[src/rtl/shift_defs_pkg.sv]
// Shared definitions for the shift execute stage: R-type funct codes,
// FSM state encoding and the funct decoder.
package shift_defs;

  localparam logic [5:0] FN_SLL  = 6'b000000;
  localparam logic [5:0] FN_SRL  = 6'b000010;
  localparam logic [5:0] FN_SRA  = 6'b000011;
  localparam logic [5:0] FN_SLLV = 6'b000100;
  localparam logic [5:0] FN_SRLV = 6'b000110;
  localparam logic [5:0] FN_SRAV = 6'b000111;

  typedef enum logic {
    ST_IDLE = 1'b0,
    ST_ROT  = 1'b1
  } state_t;

  typedef struct packed {
    logic legal;
    logic rev;
    logic arith;
    logic var_amt;
    logic is_srl;
  } dec_t;

  function automatic dec_t decode_funct(input logic [5:0] f);
    dec_t d;
    d = '0;
    case (f)
      FN_SLL:  begin d.legal = 1'b1; d.rev = 1'b1; end
      FN_SRL:  begin d.legal = 1'b1; d.is_srl = 1'b1; end
      FN_SRA:  begin d.legal = 1'b1; d.arith = 1'b1; end
      FN_SLLV: begin d.legal = 1'b1; d.rev = 1'b1; d.var_amt = 1'b1; end
      FN_SRLV: begin d.legal = 1'b1; d.var_amt = 1'b1; d.is_srl = 1'b1; end
      FN_SRAV: begin d.legal = 1'b1; d.arith = 1'b1; d.var_amt = 1'b1; end
      default: d = '0;
    endcase
    return d;
  endfunction

endpackage

[src/rtl/shifter.sv]
// Combinational 32-bit right shifter; left shifts are done by bit-reversing
// the operand before and after the right shift (rev = 1).
module shifter (
  output logic [31:0] out,
  input  logic [31:0] in,
  input  logic        rev,
  input  logic        arithmetic,
  input  logic [4:0]  amt
);

  logic [31:0] w_pre;
  logic [31:0] w_post;

  function automatic logic [31:0] bit_rev(input logic [31:0] v);
    logic [31:0] r;
    for (int i = 0; i < 32; i++) r[i] = v[31-i];
    return r;
  endfunction

  always_comb begin
    w_pre  = rev ? bit_rev(in) : in;
    w_post = arithmetic ? 32'($signed(w_pre) >>> amt) : (w_pre >> amt);
    out    = rev ? bit_rev(w_post) : w_post;
  end

endmodule

[src/rtl/shift_exec_stage.sv]
// Execute-stage wrapper around the shifter with a registered output slot.
// Define SHIFT_ROTATE_EN to add two-pass rotr/rotrv through the ROT state.
module shift_exec_stage
  import shift_defs::*;
(
  input  logic        clk,
  input  logic        reset,
  input  logic        in_valid,
  output logic        in_ready,
  input  logic [5:0]  funct,
  input  logic        rot,
  input  logic [4:0]  shamt,
  input  logic [31:0] rs_val,
  input  logic [31:0] rt_val,
  input  logic [4:0]  rd_in,
  output logic        out_valid,
  input  logic        out_ready,
  output logic [31:0] result,
  output logic [4:0]  rd_out,
  output logic        illegal
);

  // Handshake: a side transfers on the edge where its valid and ready are both high.
  dec_t        w_dec;
  logic [4:0]  w_amt;
  logic [31:0] w_sh_in;
  logic [31:0] w_sh_out;
  logic        w_sh_rev;
  logic        w_sh_arith;
  logic [4:0]  w_sh_amt;
  logic        w_out_free;
  logic        w_accept;
  logic        w_is_rot;
  logic        w_rot_write;
  logic [31:0] w_rot_result;
  logic [4:0]  w_rot_rd;
  logic [26:0] w_unused_rs;

  logic        r_out_valid;
  logic [31:0] r_result;
  logic [4:0]  r_rd;
  logic        r_illegal;

  assign w_dec       = decode_funct(funct);
  assign w_amt       = w_dec.var_amt ? rs_val[4:0] : shamt;
  assign w_out_free  = !r_out_valid || out_ready;
  assign w_accept    = in_valid && in_ready;
  assign w_unused_rs = rs_val[31:5];

`ifdef SHIFT_ROTATE_EN
  state_t      r_state;
  state_t      w_next_state;
  logic [31:0] r_rot_val;
  logic [31:0] r_partial;
  logic [4:0]  r_rot_n;
  logic [4:0]  r_rot_rd;

  assign w_is_rot     = w_dec.is_srl && rot;
  assign in_ready     = (r_state == ST_IDLE) && w_out_free;
  assign w_rot_write  = (r_state == ST_ROT) && w_out_free;
  assign w_rot_result = r_partial | w_sh_out;
  assign w_rot_rd     = r_rot_rd;

  always_comb begin
    w_next_state = r_state;
    case (r_state)
      ST_IDLE: if (w_accept && w_is_rot) w_next_state = ST_ROT;
      ST_ROT:  if (w_out_free) w_next_state = ST_IDLE;
      default: w_next_state = ST_IDLE;
    endcase
  end

  always_ff @(posedge clk) begin
    if (reset) r_state <= ST_IDLE;
    else       r_state <= w_next_state;
  end

  // First pass (srl) is taken in IDLE; the partial holds it for the ROT pass.
  always_ff @(posedge clk) begin
    if (w_accept && w_is_rot) begin
      r_rot_val <= rt_val;
      r_rot_n   <= w_amt;
      r_rot_rd  <= rd_in;
      r_partial <= w_sh_out;
    end
  end

  always_comb begin
    w_sh_in    = rt_val;
    w_sh_rev   = w_dec.rev;
    w_sh_arith = w_dec.arith;
    w_sh_amt   = w_amt;
    if (r_state == ST_ROT) begin
      w_sh_in    = r_rot_val;
      w_sh_rev   = 1'b1;
      w_sh_arith = 1'b0;
      w_sh_amt   = 5'd0 - r_rot_n;
    end
  end
`else
  logic [1:0] w_unused_rot;

  assign w_unused_rot = {rot, w_dec.is_srl};
  assign w_is_rot     = 1'b0;
  assign in_ready     = w_out_free;
  assign w_rot_write  = 1'b0;
  assign w_rot_result = '0;
  assign w_rot_rd     = '0;

  always_comb begin
    w_sh_in    = rt_val;
    w_sh_rev   = w_dec.rev;
    w_sh_arith = w_dec.arith;
    w_sh_amt   = w_amt;
  end
`endif

  shifter u_shifter (
    .out        (w_sh_out),
    .in         (w_sh_in),
    .rev        (w_sh_rev),
    .arithmetic (w_sh_arith),
    .amt        (w_sh_amt)
  );

  always_ff @(posedge clk) begin
    if (reset) begin
      r_out_valid <= 1'b0;
      r_result    <= '0;
      r_rd        <= '0;
      r_illegal   <= 1'b0;
    end else if (w_rot_write) begin
      r_out_valid <= 1'b1;
      r_result    <= w_rot_result;
      r_rd        <= w_rot_rd;
      r_illegal   <= 1'b0;
    end else if (w_accept && !w_is_rot) begin
      r_out_valid <= 1'b1;
      r_result    <= w_dec.legal ? w_sh_out : '0;
      r_rd        <= rd_in;
      r_illegal   <= !w_dec.legal;
    end else if (out_ready) begin
      r_out_valid <= 1'b0;
    end
  end

  assign out_valid = r_out_valid;
  assign result    = r_result;
  assign rd_out    = r_rd;
  assign illegal   = r_illegal;

endmodule

[config.mk]
export PLATFORM = sky130hd
export DESIGN_NAME = shift_exec_stage
export DESIGN_NICKNAME = d
export VERILOG_FILES = /design/src/rtl/shift_defs_pkg.sv /design/src/rtl/shifter.sv /design/src/rtl/shift_exec_stage.sv
export SDC_FILE = /design/constraint.sdc
export NUM_CORES = 1
export LEC_CHECK = 0
export ABC_AREA = 1
export CAP_MARGIN = 20
export CORE_MARGIN = 2
export CORE_UTILIZATION = 25
export DETAILED_ROUTE_END_ITERATION = 10
export HOLD_SLACK_MARGIN = 0.12
export PLACE_DENSITY = 0.43
export SLEW_MARGIN = 25
export SYNTH_ARGS = -nofsm -noshare
export SYNTH_HDL_FRONTEND = slang
export SYNTH_SLANG_ARGS = --single-unit
[constraint.sdc]
create_clock -name clk -period 5 [get_ports clk]
set_input_delay 1 -clock clk [delete_from_list [all_inputs] [get_ports clk]]
set_output_delay 1 -clock clk [all_outputs]
set_load 0.02 [all_outputs]
==> results.cfg, run 1 <==
[clock_network]
post_cts_resize_count = 0
clock-root-buffer = sky130_fd_sc_hd__clkbuf_16
post_cts.repair.setup_buffers = 0
clock_pin_slew_on_the_worst_setup_and_hold_paths_ns = 0.06
tritoncts_clock_tree = built
cts_buffers = 5
cts_num_sinks = 39
cts.path.max_buffers = 2
cts_hold_repair.buffers = 0
h-tree-depth = 2
worst_skew_late_latency_ns = 0.29

[setup_path]
cpPeakStageDelay_ns = 0.60
regToRegEndpoint = result[31]
cpLargestDelayFamily = simple AND/OR/NAND/NOR gates
worstPathBufferInverterCount = 4
endpoint_arrival_time_on_the_critical_path_ns = 4.23
r2r_cells = 10
end_kind = flop
worstSetupStartpointType = input pin
critPathMaxFanout = 13
crit_type = input pin to flop
critical_path.reg2reg.startpoint = out_valid
reg2reg_slack_ns = 2.92
cp.required_ns = 5.21
cell_with_the_largest_stage_delay_on_the_worst_path = sky130_fd_sc_hd__o21ai_1
cp_cell_sequence = clkdlybuf4s50_1 > nor2_4 > nand3_2 > o21ai_1 > inv_2 > nor2_2 > inv_1 > a21oi_1 > nor2_1 > nand3_1 > nand2_1 > inv_1 > nand2_1 > a21oi_1

[floorplanning]
floorplan.initialDensity_pct = 25.64
die_area_um2 = 19650
placeable_core_region_um2 = 18090
placementRows = 49
floorplan.die.width_um = 140.2
die_y_um = 140.2
ioPinCount = 125

[synth]
synth_compound_area_share_pct = 10.42
synth_sequential_area_ratio_pct = 16.84
largest_family_of_logic_cells_by_synthesized_area = simple AND/OR/NAND/NOR gates
synth.largest_area_cell = sky130_fd_sc_hd__nand2_1
synth_mux_area_share_pct = 0
synth.net_count = 983
yosys.area_share.simple_pct = 61.36
netlist-cell-type-count = 27
synth-warning-count = 0
postSynthAreaPerCell_um2 = 5.164
synth_top_cells_by_area = sky130_fd_sc_hd__nand2_1 (34%), sky130_fd_sc_hd__nand3_1 (21%), sky130_fd_sc_hd__dfxtp_1 (17%), sky130_fd_sc_hd__a21oi_1 (6.3%), sky130_fd_sc_hd__inv_1 (3.6%)
mappedNetlistArea_um2 = 4637
synth_cells = 898
synth_top_cell_area_share_pct = 33.59
post_synth_xor_area_fraction_pct = 0
synth_fa_ha_area_share_pct = 0
synth.ff_latch_count = 39

[timing]
max_freq_mhz = 249.1
final_min_period_over_clock_period_pct = 80.29
slew_viol_final = 0
rsz0062_at_grt = false
period_needed_ns = 4.014
setup-tns-final_ns = 0
fin_worst_skew_ns = 0.003537
final-hold-violation-count = 0
max_slew_margin_pct = 50.70
worst_pin_slew_ns = 0.7395
setup_viol = 0

[power]
power_per_cell_area_nw_per_um2 = 203.1
static-leakage-power_nw = 2.749
vdd_ir_drop_max_uv = 126.2
total_power_mw = 1.192

[finish]
final_common_cell = sky130_fd_sc_hd__nand2_1
drive_gt1_share_pct = 5.717
area.growth.synth_to_final_pct = 26.55
multi_input_area_um2 = 3333
fillCellCount = 2063
antennaDiodeCount = 0
register_area_um2 = 780.7
final_nets = 1046
most-common-layout-cells = sky130_fd_sc_hd__nand2_1 (415), sky130_fd_sc_hd__nand3_1 (190), sky130_fd_sc_hd__clkdlybuf4s50_1 (95)

[global_route]
gr-total-overflow = 0
number_of_global_route_vias_before_repair = 5516
grt_antenna_before_repair = 0
grt_first_pass_wirelength_um = 29590
track_usage_pct = 18.74
grt_start_max_net_pins = 81

[run]
cap_violations = 0

[run_status]
status = finished, final reports clean

[min_path]
worstHoldPathType = flop to flop
hold-path-cell-count = 2
hold_path_startpoint = result[9]
hold_end = result[9]

[routing]
via_count = 5842
drtAntennaViolNets = 0
drc = 0
avgRoutedWirePerCell_um = 15.38
vias_per_cell = 4.905
detailedRoute.firstIterationViolations = 467
drt_pass1_iterations = 5
drt_wl_total_um = 18320

[placed_design]
quantity_of_i_o_buffers_inserted_on_ports = 96
place_hpwl_um = 14310
globalplace.congestion = 0.8727
==> through the flow <==
step           cells  worst slack, ns  instance area [um^2]  utilization [%]  hold slack, ns
2_1_floorplan    898            2.363                  4637                -          0.5450
3_3_place_gp    1183           0.6936                  5679            31.40          0.4536
3_5_place_dp    1183           0.6858                  5679            31.40          0.4547
4_1_cts         1191           0.9785                  5868            32.45          0.4642
5_1_grt         1191           0.6786                  5868            32.45          0.4791
6_report        1191           0.9856                  5868            32.45          0.4622
==> sequential cells by signal (all words and copies together), names as in the netlist <==
name       count
result        32
rd_out         5
illegal        1
out_valid      1
==> synth_stat cells <==
cell,n
sky130_fd_sc_hd__nand2_1,415
sky130_fd_sc_hd__o211ai_1,2
sky130_fd_sc_hd__clkbuf_1,14
sky130_fd_sc_hd__o21ai_1,12
sky130_fd_sc_hd__inv_2,11
sky130_fd_sc_hd__nand4_1,11
sky130_fd_sc_hd__a21oi_1,58
sky130_fd_sc_hd__nand3b_1,4
sky130_fd_sc_hd__inv_1,44
sky130_fd_sc_hd__nor3_1,4
sky130_fd_sc_hd__dfxtp_1,39
sky130_fd_sc_hd__nor2_1,17
sky130_fd_sc_hd__buf_1,6
sky130_fd_sc_hd__nand2_4,3
sky130_fd_sc_hd__buf_6,8
sky130_fd_sc_hd__or2_2,1
sky130_fd_sc_hd__nor2_4,3
sky130_fd_sc_hd__nor2_2,5
sky130_fd_sc_hd__buf_4,6
sky130_fd_sc_hd__nand3_2,3
sky130_fd_sc_hd__nand3_1,190
sky130_fd_sc_hd__o21ai_4,3
sky130_fd_sc_hd__o21ai_0,12
sky130_fd_sc_hd__clkinv_1,3
sky130_fd_sc_hd__nand2_2,3
sky130_fd_sc_hd__o21ai_2,1
sky130_fd_sc_hd__buf_2,20
==> worst max-delay path by stage <==
stage                         from  depth (start not counted)  slack (ns)          to
after floorplan           funct[2]                         16        2.36   result[1]
after global placement    funct[5]                         14        0.69  result[13]
after detailed placement  funct[5]                         14        0.69  result[13]
after CTS                 funct[5]                         14        0.98  result[13]
after global routing      funct[5]                         14        0.68  result[13]
final                     funct[5]                         14        0.99  result[13]
==> per-layer routing <==
| metal | up-vias | part of all wire (%) | track usage (%) |
|---|---|---|---|
| met4 | 0 | 1.1 | 3.296 |
| met1 | 2661 | 48 | 26.28 |
| met2 | 131 | 46 | 30.99 |
| li1 | 3035 | - | - |
| met3 | 15 | 4.2 | 2.598 |
| met5 | - | 0 | 0 |
==> area by class of cell <==
| class | count | area share, % |
|---|---|---|
| Clock inverter | 2 | 1.023 |
| Timing Repair Buffer | 110 | 18.08 |
| Sequential cell | 39 | 13.30 |
| Tap cell | 229 | 4.883 |
| Clock buffer | 6 | 2.196 |
| Multi-Input combinational cell | 747 | 56.80 |
| Inverter | 58 | 3.710 |
==> where the power goes <==
part | total (mW) | leakage [nW] | switching [mW] | internal (mW)
logic | 0.457 | 2.34 | 0.299 | 0.158
registers | 0.320 | 0.316 | 0.00330 | 0.317
clock network | 0.414 | 0.0911 | 0.128 | 0.286
total | 1.19 | 2.75 | 0.431 | 0.761
==> worst register-to-register path, stage by stage (launching register included) <==
cell,delay (ns)
sky130_fd_sc_hd__dfxtp_1,0.32
sky130_fd_sc_hd__nand2_1,0.10
sky130_fd_sc_hd__nand2_1,0.08
sky130_fd_sc_hd__inv_1,0.20
sky130_fd_sc_hd__nand3_1,0.11
sky130_fd_sc_hd__buf_4,0.20
sky130_fd_sc_hd__inv_1,0.54
sky130_fd_sc_hd__o21ai_0,0.19
sky130_fd_sc_hd__inv_1,0.08
sky130_fd_sc_hd__nand2_1,0.07
sky130_fd_sc_hd__a21oi_1,0.11
==> kinds of logic after synthesis <==
family / after synthesis
AO/OA/AOI/OAI: 88
buffers and inverters: 112
flip-flops: 39
AND/OR/NAND/NOR: 659
Note: power is estimated with default switching activity, not from simulation.
==> run 2, diff against run 1 <==
Clock period 5 ns to 4.1 ns, I/O delays scaled along.
==> results.cfg, run 2 (synthesis results as in run 1) <==
[power]
total_power_mw = 1.334
power_per_cell_area_nw_per_um2 = 226.4
static-leakage-power_nw = 2.759
vdd_ir_drop_max_uv = 236.5

[setup_path]
critical_path.reg2reg.startpoint = out_valid
reg2reg_slack_ns = 1.88
cp.required_ns = 4.30
cpLargestDelayFamily = simple AND/OR/NAND/NOR gates
crit_type = input pin to flop
timing.critical_path.depth = 15
critPathMaxFanout = 13
worstPathBufferInverterCount = 5
cp_cell_sequence = clkdlybuf4s50_1 > nor2_4 > nand3_2 > o21ai_1 > buf_4 > inv_2 > nor2_2 > inv_1 > a21oi_1 > nor2_1 > nand3_1 > nand2_1 > inv_1 > nand2_1 > a21oi_1
regToRegEndpoint = result[31]
critical_path.endpoint = result[19]
worst_setup_path_startpoint = funct[5]
r2r_cells = 9
end_kind = flop
cpPeakStageDelay_ns = 0.44
worstSetupStartpointType = input pin
cell_with_the_largest_stage_delay_on_the_worst_path = sky130_fd_sc_hd__clkdlybuf4s50_1
endpoint_arrival_time_on_the_critical_path_ns = 3.80

[finish]
drive_gt1_share_pct = 6.211
largest_reg_flops = 32
final_nets = 1050
most-common-layout-cells = sky130_fd_sc_hd__nand2_1 (415), sky130_fd_sc_hd__nand3_1 (190), sky130_fd_sc_hd__clkdlybuf4s50_1 (95)
layout.cell_area.non_filler_um2 = 5892
antennaDiodeCount = 0
final_common_cell = sky130_fd_sc_hd__nand2_1
area.growth.synth_to_final_pct = 27.06

[floorplanning]
floorplan.initialDensity_pct = 25.64
placeable_core_region_um2 = 18090
placementRows = 49
die_y_um = 140.2
ioPinCount = 125
die_area_um2 = 19650
floorplan.die.width_um = 140.2

[run_status]
status = finished, final reports clean

[min_path]
hold_path_startpoint = result[15]
worstHoldPathType = flop to flop

[timing]
setup_viol = 0
max_freq_mhz = 278.2
final-hold-violation-count = 0
worst_pin_slew_ns = 0.7340
period_needed_ns = 3.594
final_min_period_over_clock_period_pct = 87.66
slew_viol_final = 0
max_slew_margin_pct = 51.06
setup-tns-final_ns = 0
fin_worst_skew_ns = 0.004397
rsz0062_at_grt = false

[clock_network]
post_cts_resize_count = 0
h-tree-depth = 2
cts_num_sinks = 39
clock_pin_slew_on_the_worst_setup_and_hold_paths_ns = 0.06
cts_buffers = 5
worst_skew_late_latency_ns = 0.28
tritoncts_clock_tree = built
cts.path.max_buffers = 2
cts_hold_repair.buffers = 0
post_cts.repair.setup_buffers = 0
clock-root-buffer = sky130_fd_sc_hd__clkbuf_16

[routing]
avgRoutedWirePerCell_um = 15.38
drc = 0
vias_per_cell = 4.859
via_count = 5806
detailedRoute.firstIterationViolations = 568
drtAntennaViolNets = 0
drt_pass1_iterations = 4
drt_wl_total_um = 18380

[placed_design]
globalplace.congestion = 0.8865
place_hpwl_um = 14490
quantity_of_i_o_buffers_inserted_on_ports = 96
detailed_place.area_um2 = 5747

[global_route]
grt_start_max_net_pins = 81
gr-total-overflow = 0
number_of_global_route_vias_before_repair = 5472
grt_first_pass_wirelength_um = 29450
track_usage_pct = 18.67
grt_antenna_before_repair = 0

[run]
cap_violations = 0
[run 2: changes by cell type in the layout (fill, tap and decap cells not counted), sizes merged]
cell      delta
bufinv       -2
clkbuf       -1
clkinv       +1
buf          +4
clkinvlp     +2
[run 2: worst register-to-register path, stage by stage, from the launching register on]
cell                      delay (ns)
sky130_fd_sc_hd__dfxtp_1        0.31
sky130_fd_sc_hd__nand2_1        0.10
sky130_fd_sc_hd__nand2_1        0.07
sky130_fd_sc_hd__inv_1          0.33
sky130_fd_sc_hd__nand3_1        0.26
sky130_fd_sc_hd__inv_1          0.59
sky130_fd_sc_hd__o21ai_0        0.20
sky130_fd_sc_hd__inv_1          0.08
sky130_fd_sc_hd__nand2_1        0.08
sky130_fd_sc_hd__a21oi_1        0.12
[run 2: cell type report]
cell class | count | area [um^2]
fillers | 2081 | 12190
well taps | 229 | 286.5
flip-flops and latches | 39 | 780.7
clock inverters | 3 | 20.02
multi-input cells | 747 | 3333
repair buffers | 114 | 1129
inverters | 58 | 217.7
clock buffers | 5 | 125.1
[run 2: per-layer routing]
metal / wire length (um) / up-vias / global-route usage (%)
li1: - / 3044 / -
met1: 9094 / 2657 / 26.28
met2: 8433 / 90 / 31.06
met3: 595 / 15 / 2.325
met4: 252 / 0 / 3.083
met5: 0 / - / 0
[run 2: per-stage QoR]
stage                     hold WS, ns  std cells  util [%]  setup slack, ns
after detailed placement       0.4573       1187     31.77           0.2616
after global placement         0.4536       1187     31.77           0.2564
after global routing           0.4772       1195     32.58           0.2209
after floorplan                0.5450        898         -            1.643
after CTS                      0.4635       1195     32.58           0.5491
final                          0.4621       1195     32.58           0.5060
[run 2: how the worst min path moves through the flow]
stage | endpoint | slack [ns] | depth (start not counted)
2_1_floorplan | rd_out[0] | 0.55 | 2
3_3_place_gp | rd_out[4] | 0.45 | 2
3_5_place_dp | result[15] | 0.46 | 2
4_1_cts | result[15] | 0.46 | 2
5_1_grt | rd_out[3] | 0.48 | 2
6_report | result[15] | 0.46 | 2
[run 2: power by group]
group / internal [mW] / switching, mW / total (mW)
clock: 0.224 / 0.155 / 0.379
sequential: 0.387 / 0.00396 / 0.391
combinational: 0.198 / 0.367 / 0.564
total: 0.808 / 0.526 / 1.33
==> run 3, diff against run 2 <==
Settings changed: PLACE_DENSITY 0.43 to 0.45, REMOVE_ABC_BUFFERS set to 1, SETUP_SLACK_MARGIN set to 0.3.
Clock period 4.1 ns to 3.2 ns, I/O delays scaled along.
==> results.cfg, run 3 (synthesis results as in run 1) <==
[placed_design]
globalplace.congestion = 0.9762
placed_cells_incl_taps = 1236
quantity_of_i_o_buffers_inserted_on_ports = 96
detailed_place.area_um2 = 6270
place_hpwl_um = 14240

[finish]
antennaDiodeCount = 0
final_nets = 1117
largest_reg_flops = 32
layout.cell_area.non_filler_um2 = 7143
drive_gt1_share_pct = 19.85
area.growth.synth_to_final_pct = 54.05
final_common_cell = sky130_fd_sc_hd__nand2_1
most-common-layout-cells = sky130_fd_sc_hd__nand2_1 (382), sky130_fd_sc_hd__nand3_1 (158), sky130_fd_sc_hd__clkdlybuf4s50_1 (91)
finish.cell_count_without_fillers = 1262
fillCellCount = 1988

[clock_network]
cts.path.max_buffers = 2
clock-root-buffer = sky130_fd_sc_hd__clkbuf_16
clock_pin_slew_on_the_worst_setup_and_hold_paths_ns = 0.06
h-tree-depth = 2
worst_skew_late_latency_ns = 0.28
cts_hold_repair.buffers = 0
tritoncts_clock_tree = built
cts_num_sinks = 39
cts_buffers = 5

[min_path]
hold_path_startpoint = result[21]
hold_end = result[21]
hold-path-cell-count = 2
worstHoldPathType = flop to flop

[routing]
drt_pass1_iterations = 5
drc = 0
via_count = 6108
avgRoutedWirePerCell_um = 14.82
drtAntennaViolNets = 0
detailedRoute.firstIterationViolations = 404
drt_wl_total_um = 18700
vias_per_cell = 4.840

[setup_path]
cpPeakStageDelay_ns = 0.45
cp_common_cell = sky130_fd_sc_hd__nand2_1
cp_cell_sequence = clkdlybuf4s50_1 > inv_1 > nor2_4 > nand3_4 > buf_6 > o21ai_4 > buf_12 > buf_12 > buf_6 > nand3_2 > nand3_1 > nand2_1 > nand2_1 > nand2_1 > nand3b_1 > nand2_1 > nand2_1 > a21oi_2
timing.critical_path.depth = 18
end_kind = flop
critical_path.reg2reg.startpoint = out_valid
endpoint_arrival_time_on_the_critical_path_ns = 3.00
r2r_cells = 10
regToRegEndpoint = result[31]
crit_type = input pin to flop
cell_with_the_largest_stage_delay_on_the_worst_path = sky130_fd_sc_hd__clkdlybuf4s50_1
cpLargestDelayFamily = buffers and inverters
cp.required_ns = 3.42
reg2reg_slack_ns = 1.53
critPathMaxFanout = 6
worstPathBufferInverterCount = 6
worstSetupStartpointType = input pin

[timing]
final-hold-violation-count = 0
fin_worst_skew_ns = 0.004661
final_min_period_over_clock_period_pct = 87.01
max_freq_mhz = 359.1
max_slew_margin_pct = 70.64
setup-tns-final_ns = 0
rsz0062_at_grt = true
setup_viol = 0
slew_viol_final = 0
period_needed_ns = 2.784
worst_pin_slew_ns = 0.4404

[power]
static-leakage-power_nw = 3.371
vdd_ir_drop_max_uv = 213.3
power_per_cell_area_nw_per_um2 = 280.5
share_clk_of_total_power_pct = 28.8
switching_share_pct = 36.58
fraction_of_power_consumed_by_sequential_logic_pct = 25.0
power.combinational.fraction_pct = 46.2
net-switching-power_mw = 0.7331
internal_power_of_the_cells_mw = 1.271

[global_route]
track_usage_pct = 18.23
gr-total-overflow = 0
grt_antenna_before_repair = 0
grt_first_pass_wirelength_um = 29050
number_of_global_route_vias_before_repair = 5506
grt_start_max_net_pins = 40

[run_status]
status = finished, final reports clean

[floorplanning]
placementRows = 49
placeable_core_region_um2 = 18090
floorplan.die.width_um = 140.2
die_area_um2 = 19650
floorplan.initialDensity_pct = 25.64
die_y_um = 140.2
ioPinCount = 125

[run]
cap_violations = 0
[run 3: final cells by class]
| type | count | area [um^2] | area share [%] |
|---|---|---|---|
| clock buffers | 6 | 138.9 | 1.944 |
| clock inverters | 2 | 35.03 | 0.4905 |
| inverters | 58 | 222.7 | 3.118 |
| multi-input cells | 747 | 3672 | 51.41 |
| flip-flops and latches | 39 | 780.7 | 10.93 |
| well taps | 229 | 286.5 | 4.011 |
| repair buffers | 181 | 2007 | 28.10 |
[run 3: worst max-delay path by stage]
| stage | from | to | slack (ns) |
|---|---|---|---|
| after floorplan | funct[5] | result[0] | -0.13 |
| after global placement | funct[0] | result[14] | -0.07 |
| after detailed placement | funct[0] | result[14] | -0.08 |
| after CTS | funct[4] | result[23] | 0.30 |
| after global routing | funct[2] | result[30] | 0.27 |
| final | funct[2] | result[29] | 0.42 |
[run 3: per-layer routing]
layer / global-route usage (%) / part of all wire [%]
met1: 26.41 / 49
met5: 0 / 0
met4: 2.711 / 1.3
met3: 2.359 / 5.4
met2: 29.44 / 45
[run 3: power groups by stage]
| stage | logic [mW] | registers, mW | clock network (mW) |
|---|---|---|---|
| floorplan | 0.423 | 0.523 | 0 |
| global placement | 0.800 | 0.511 | 0 |
| detailed placement | 0.798 | 0.511 | 0 |
| CTS | 0.827 | 0.500 | 0.596 |
| global route | 1.02 | 0.501 | 0.614 |
| finish | 0.926 | 0.500 | 0.577 |
[run 3: repair_timing]
action,in CTS,in global routing
endpoints found under the hold margin,0,0
endpoints found under the setup margin,29,32
cloned,2,6
gates resized for setup,10,96
setup buffers,2,8
pin swaps,2,30
[run 3: through the flow]
| stage | hold WS (ns) | power, mW | setup slack [ns] | utilization [%] |
|---|---|---|---|---|
| after floorplan | 0.5389 | 0.9456 | -0.1282 | - |
| after global placement | 0.4544 | 1.311 | -0.07411 | 34.67 |
| after detailed placement | 0.4576 | 1.309 | -0.08028 | 34.67 |
| after CTS | 0.4660 | 1.923 | 0.3029 | 36.35 |
| after global routing | 0.4791 | 2.136 | 0.2691 | 39.50 |
| final | 0.4636 | 2.004 | 0.4155 | 39.50 |
[run 3: worst reg2reg max path: stages, from the launching register on]
cell,delay [ns]
sky130_fd_sc_hd__dfxtp_1,0.30
sky130_fd_sc_hd__nand2_1,0.10
sky130_fd_sc_hd__nand2_1,0.12
sky130_fd_sc_hd__inv_1,0.25
sky130_fd_sc_hd__nand3_1,0.14
sky130_fd_sc_hd__inv_1,0.07
sky130_fd_sc_hd__buf_4,0.25
sky130_fd_sc_hd__o21ai_0,0.14
sky130_fd_sc_hd__inv_1,0.06
sky130_fd_sc_hd__nand2_1,0.05
sky130_fd_sc_hd__a21oi_1,0.10
